### src/rtl/alu_regfile_pkg.sv
`default_nettype none
// ============================================================================
// Module      : alu_regfile_pkg
// Description : Shared widths and register-index names for the ALU datapath.
// Revision    : 1.0 - initial release
// ============================================================================
package alu_regfile_pkg;

    localparam int DATA_W     = 8;
    localparam int REG_ADDR_W = 3;

    typedef enum logic [REG_ADDR_W-1:0] {
        R0 = 3'd0,
        R1 = 3'd1,
        R2 = 3'd2,
        R3 = 3'd3,
        R4 = 3'd4,
        R5 = 3'd5,
        R6 = 3'd6,
        R7 = 3'd7
    } reg_idx_e;

endpackage
`default_nettype wire

### src/rtl/regfile_rdport.sv
`default_nettype none
// ============================================================================
// Module      : regfile_rdport
// Description : One asynchronous read port: enable gating, write bypass and
//               zero-register masking over the parent's storage array.
// Revision    : 1.0 - initial release
// ============================================================================
module regfile_rdport #(
    parameter int N       = 8,
    parameter int M       = 3,
    parameter int BYPASS  = 1,
    parameter int ZERO_R0 = 0
) (
    input  logic [(2**M)-1:0][N-1:0] mem,
    input  logic                     rst,
    input  logic                     write,
    input  logic [M-1:0]             waddr,
    input  logic [N-1:0]             wd,
    input  logic [M-1:0]             addr,
    input  logic                     en,
    output logic [N-1:0]             q
);

    logic w_is_zero_reg;
    logic w_bypass_hit;

    assign w_is_zero_reg = (ZERO_R0 != 0) && (addr == '0);
    // Reset wins over a write, so the in-flight data must not be forwarded.
    assign w_bypass_hit  = (BYPASS != 0) && write && !rst && (addr == waddr);

    always_comb begin
        q = '0;
        if (en && !w_is_zero_reg) begin
            if (w_bypass_hit) begin
                q = wd;
            end else begin
                q = mem[addr];
            end
        end
    end

endmodule
`default_nettype wire

### src/rtl/alu_regfile.sv
`default_nettype none
// ============================================================================
// Module      : alu_regfile
// Description : 2**M x N register file feeding the ALU operands, with two
//               asynchronous read ports and one synchronous write port.
// Revision    : 1.0 - initial release
// ============================================================================
module alu_regfile
    import alu_regfile_pkg::*;
#(
    parameter int N       = DATA_W,
    parameter int M       = REG_ADDR_W,
    parameter int BYPASS  = 1,
    parameter int ZERO_R0 = 0
) (
    input  logic         clk,
    input  logic         rst,
    input  logic [N-1:0] wd,
    input  logic [M-1:0] waddr,
    input  logic         write,
    input  logic [M-1:0] ra,
    input  logic         readA,
    input  logic [M-1:0] rb,
    input  logic         readB,
    output logic [N-1:0] qa,
    output logic [N-1:0] qb
);

    logic [(2**M)-1:0][N-1:0] r_mem;
    logic                     w_wr_en;

    // Writes to a hard-wired zero register are dropped at the source.
    assign w_wr_en = write && !((ZERO_R0 != 0) && (waddr == '0));

    always_ff @(posedge clk) begin
        if (rst) begin
            r_mem <= '0;
        end else if (w_wr_en) begin
            r_mem[waddr] <= wd;
        end
    end

    regfile_rdport #(
        .N       (N),
        .M       (M),
        .BYPASS  (BYPASS),
        .ZERO_R0 (ZERO_R0)
    ) u_rdport_a (
        .mem   (r_mem),
        .rst   (rst),
        .write (write),
        .waddr (waddr),
        .wd    (wd),
        .addr  (ra),
        .en    (readA),
        .q     (qa)
    );

    regfile_rdport #(
        .N       (N),
        .M       (M),
        .BYPASS  (BYPASS),
        .ZERO_R0 (ZERO_R0)
    ) u_rdport_b (
        .mem   (r_mem),
        .rst   (rst),
        .write (write),
        .waddr (waddr),
        .wd    (wd),
        .addr  (rb),
        .en    (readB),
        .q     (qb)
    );

endmodule
`default_nettype wire

### config.mk
export PLATFORM = sky130hd
export DESIGN_NAME = alu_regfile
export DESIGN_NICKNAME = d
export VERILOG_FILES = /design/src/rtl/alu_regfile_pkg.sv /design/src/rtl/regfile_rdport.sv /design/src/rtl/alu_regfile.sv
export SDC_FILE = /design/constraint.sdc
export NUM_CORES = 1
export LEC_CHECK = 0
export ABC_AREA = 1
export BUFFER_PORTS_ARGS = -buffer_cell sky130_fd_sc_hd__buf_4
export CAP_MARGIN = 20
export CORE_MARGIN = 5
export CORE_UTILIZATION = 60
export CTS_CLUSTER_DIAMETER = 150
export DETAILED_ROUTE_END_ITERATION = 10
export PLACE_DENSITY_LB_ADDON = 0.08
export SETUP_SLACK_MARGIN = 0.02
export SLEW_MARGIN = 20
export SYNTH_ARGS = -nofsm -noshare
export SYNTH_HDL_FRONTEND = slang
export SYNTH_SLANG_ARGS = --single-unit
export TNS_END_PERCENT = 30
### constraint.sdc
create_clock -name clk -period 1.3 [get_ports clk]
set_input_delay 0.195 -clock clk [delete_from_list [all_inputs] [get_ports clk]]
set_output_delay 0.195 -clock clk [all_outputs]
set_load 0.05 [all_outputs]
# Word-level counts from Yosys, hierarchy flattened
# Cells that the tools add are included.
# Widths: inputs -> output; s select.
dict set report op_classes {
  n_addsub 0
  n_mul 0
  div 0
  magnitude_cmp 4
  n_eq_ne 2
  n_shift 0
  n_mux 11
  bitwise 0
  reduce_logical 5
}
# op n
set op_table {}
lappend op_table {{$bwmux 64} 1}
lappend op_table {{$mux 8} 7}
lappend op_table {{$bmux 8 s3} 2}
lappend op_table {{$demux 8 s3} 1}
lappend op_table {{$lt 3x4->1 const B} 3}
lappend op_table {{$eq 3x3->1} 2}
lappend op_table {{$logic_and 1x1->1} 4}
lappend op_table {{$ge 3x1->1 const B} 1}
lappend op_table {{$logic_not 1->1} 1}
dict set report totals {
  register_bits 64
  latch_bits 0
  mem_bits_rw 0
  rom_bits 0
  out_inout_bits 16
  elab_cells 30
  mem_count 0
}

# Logic depth before layout (Yosys ltp)
dict set report logic_depth {
  depth_word 5
  depth_mapped 9
  ltp_nobuf 8
}

# By module
# Synthesis repeated with hierarchy kept, for this count alone.
dict set report hier_totals {
  cells_unflattened 742
  area_unflattened_um2 4386.7
}
# mod n_inst cells_each area_per_inst_um2
set modules_own_cells {}
lappend modules_own_cells {alu_regfile 1 368 2575.0}
lappend modules_own_cells {regfile_rdport 2 187 905.9}

# Least setup slack after synthesis
# No wires, ideal clock.
dict set report synth_path {
  path_type {input to output}
  startpoint {input ra[1]}
  endpoint {output qa[1]}
  t_arrival_ns 1.325
  t_required_ns 1.105
  slack_ns -0.220
  path_stages 9
  n_path_buf 1
  path_cell_list {buf_2 -> inv_2 -> nand2_1 -> nand2_1 -> nor2_4 -> nand2_4 -> clkinv_4 -> nor2_1 -> nor2_2}
}
dict set report synth_via {
  elab_chain_len 4
}
# element line_no
set synth_lines {}
lappend synth_lines {{start: declaration} alu_regfile.sv:21} ;# input logic [M-1:0] ra,
lappend synth_lines {{$bmux 8 s3 or $eq 3x3->1 (tied branches)} {regfile_rdport.sv:37, regfile_rdport.sv:29}}
lappend synth_lines {{$mux 8 (implied by the code) or $logic_and 1x1->1 (tied branches)} {regfile_rdport.sv:37, regfile_rdport.sv:29}}
lappend synth_lines {{$mux 8 (*)} regfile_rdport.sv:34} ;# if (w_bypass_hit) begin
lappend synth_lines {{$mux 8 (*)} regfile_rdport.sv:33} ;# if (en && !w_is_zero_reg) begin
lappend synth_lines {{end: declaration} alu_regfile.sv:25} ;# output logic [N-1:0] qa,
# Mark *: on every way between the ends. The rest lies on a longest branch, timed or not. The select of a mux whose other input is x is not followed.

# Worst setup path in the final report
dict set report layout_path {
  startpoint {register r_mem[35] (netlist name)}
  endpoint {output qa[3]}
}
dict set report layout_via {
  elab_chain_len 4
}
# element line_no
set layout_lines {}
lappend layout_lines {{start: declaration} alu_regfile.sv:29} ;# logic [(2**M)-1:0][N-1:0] r_mem;
lappend layout_lines {{start signal: indexed assignment} alu_regfile.sv:39} ;# r_mem[waddr] <= wd;
lappend layout_lines {{$bmux 8 s3} regfile_rdport.sv:37} ;# q = mem[addr];
lappend layout_lines {{$mux 8 (implied by the code)} regfile_rdport.sv:37}
lappend layout_lines {{$mux 8} regfile_rdport.sv:34}
lappend layout_lines {{$mux 8} regfile_rdport.sv:33}
# Every way passes these cells. The select of a mux whose other input is x is not followed.

==> flow_metrics.env <==
export IMPL_status="finished, violations left"
export IMPL_violations="setup timing"
export IMPL_hp_class="in -> reg"
export IMPL_final_util_pct=81.5
export IMPL_drive_gt1_share_pct=46.4
export IMPL_holdBufCountCts=0
export IMPL_wl_mm=14.4
export IMPL_critPathKind="reg -> out"
export IMPL_die_h_um=92.7
export IMPL_clock_latency_ns=0.36
export IMPL_io_pins=38
export IMPL_crit_path_max_fanout=3
export IMPL_wl_per_cell_um=19.3
export IMPL_relSlewSlack_pct=48.4
export IMPL_synth_most_common_cell="nand2_1"
export IMPL_route_detailed_drc=0
export IMPL_dp_cells=728
export IMPL_skew_ns=0
export IMPL_yosys_area_top_type="dfxtp_1"
export IMPL_drt_pass1_iterations=5
export IMPL_ys_warnings_count=0
export IMPL_regArea_um2=1360
export IMPL_track_usage_pct=34.7
export IMPL_fmax_ghz=0.617
export IMPL_synth_edf_count=0
export IMPL_setup_violations=16
export IMPL_reg_largest_list="r_mem x64"
export IMPL_synth_area_mux_share_pct=0
export IMPL_syn_avg_cell_area_um2=6.84
export IMPL_synth_top_family_by_area="simple AND/OR/NAND/NOR gates"
export IMPL_final_nets=687
export IMPL_syn_num_nets=622
export IMPL_overflow=0
export IMPL_die_area_um2=8590
export IMPL_slowest_stage="dfxtp_2"
export IMPL_setup_ws_ns=-0.320
export IMPL_synth_xor_area_share_pct=0
export IMPL_period_minus_slack_ns=1.62
export IMPL_synth_cell_types=22
export IMPL_ir_drop_mv=0.776
export IMPL_ys_top_cells_by_area="dfxtp_1 31%, nand2_1 16%, nand3_1 13%"
export IMPL_yosysSeqAreaShare_pct=31.2
export IMPL_fin_crit_sh_pct=125
export IMPL_cp_arrival_ns=1.42
export IMPL_fill_cells=433
export IMPL_antenna_found_initial=0
export IMPL_p_total_w=0.00525
export IMPL_synth_compound_area_share_pct=13.7
export IMPL_largest_register_ffs=64
export IMPL_core_area_um2=6720
export IMPL_antenna_left=0
export IMPL_grt_pass1_wl_mm=23.2
export IMPL_r2r_setup_slack_ns=0.39
export IMPL_max_cap_violations=0
export IMPL_diodes=0
export IMPL_io_buffers=37
export IMPL_root_buffer="clkbuf_8"
export IMPL_grt_max_degree=65
export IMPL_cts_tree="done"
export IMPL_yosys_top_cells_count="180 x nand2_1, 107 x nand3_1, 82 x nor2_1, 64 x dfxtp_1, 48 x a211oi_1"
export IMPL_synth_top_area_share_pct=31.2
export IMPL_clk_pin_slew_ns=0.08
export IMPL_crit_chain="nand2_1 -> nand3_1 -> nand3_2 -> nand2_2 -> nor2_4 -> nor2_4 -> buf_8"
export IMPL_synth_area_um2=4100
export IMPL_ys_ff_latch=64
export IMPL_worstMarginPinSlew_ns=0.774
export IMPL_synthSimpleGateAreaFrac_pct=46.9
export IMPL_first_global_vias=4528
export IMPL_end_kind="output port"
export IMPL_clock_sinks=64
export IMPL_die_w_um=92.7
export IMPL_htree_levels=3
export IMPL_cp_common_cell="nor2_4"
export IMPL_cts_max_path_buffers=2
export IMPL_whs_ns=0.205
export IMPL_power_density_nw_per_um2=958
export IMPL_via_count=4667
export IMPL_synthCells=600
export IMPL_drv_slew=0
export IMPL_hold_viol=0
export IMPL_cpPeakStageDelay_ns=0.36
export IMPL_synth_flop_cell="dfxtp_1"
export IMPL_via_per_inst=6.22
export IMPL_required_ns=1.11
export IMPL_p_leak_nw=2.22
export IMPL_numCtsBuffers=9
export IMPL_dr_first_iter_drc_count=458
export IMPL_final_cells=750
export IMPL_syn_to_final_growth_pct=33.5
export IMPL_rsz0062_at_grt="true"
export IMPL_multi_input_area_um2=2820
export IMPL_place_congestion=0.975
export IMPL_start_kind="register"
export IMPL_reg2reg_depth=3
export IMPL_start_util_pct=61.1
export IMPL_rows=30
export IMPL_worstHoldPathCells=3
export IMPL_dp_hpwl_mm=9.67
export IMPL_fin_setup_tns_ns=-3.85
export IMPL_synthArstFlopShare_pct=0
export IMPL_synthAdderAreaFrac_pct=0
export IMPL_top_register="r_mem"
critical path: cells and delay by family (launching register included):
kind / cells / cell delay [ns]
buf+inv: 1 / 0.15
flops: 1 / 0.36
simple gates: 6 / 0.56
where the power goes:
group | internal (W) | switching, W
Combinational | 0.000499 | 0.000857
Clock | 0.000885 | 0.000906
Sequential | 0.00204 | 0.0000610
layer usage:
metal	vias up	track usage [%]	share of wire, %
met5	-	0	0
met4	0	16.0	4.9
met1	2134	45.1	40
met3	72	7.55	10
met2	327	54.8	45
li1	2134	-	-
worst paths after layout:
check             startpoint        end
setup / recovery   r_mem[35]      qa[3]
hold / removal         wd[1]  r_mem[41]
setup reg to reg    r_mem[4]   r_mem[4]
hold reg to reg    r_mem[32]  r_mem[32]
repair_timing:
action,CTS,global route
setup endpoints to repair,16,16
pin swaps,11,10
gates resized for setup,115,35
buffers inserted,5,1
logic make-up after synthesis:
family | count (synthesis)
and+or+nand+nor | 412
buffers and inverters | 60
DFF | 64
AOI/OAI and AO/OA | 64
final cells by class:
class / count / share of cell area (%)
Timing Repair Buffer: 93 / 16.3
Clock buffer: 9 / 2.26
Multi-Input combinational cell: 476 / 51.5
Inverter: 21 / 1.94
Clock inverter: 7 / 1.30
Sequential cell: 64 / 24.9
Tap cell: 80 / 1.83
per-stage QoR:
stage	setup WS, ns	area [um2]
after floorplan	-0.0167	4310
after global placement	-0.161	4850
after detailed placement	-0.184	4850
after CTS	-0.247	5350
after global routing	-0.391	5480
final	-0.320	5480
cells in the final DEF, fill, tap and decap left out:
master,n
nand2_1,151
nor2_8,6
buf_6,10
clkinv_1,8
bufinv_16,1
nor2_1,61
buf_8,6
dfxtp_2,64
nor2_2,19
inv_4,2
clkbuf_8,9
nand3_1,88
inv_6,2
nand2_4,5
buf_12,9
nor2_4,29
inv_1,3
inv_2,4
nand3_2,19
clkinv_4,2
a211oi_1,48
nand2_2,34
clkinv_2,2
a211oi_2,16
clkinvlp_4,3
buf_4,68
inv_8,1
Power figures use the tool's default switching activity.
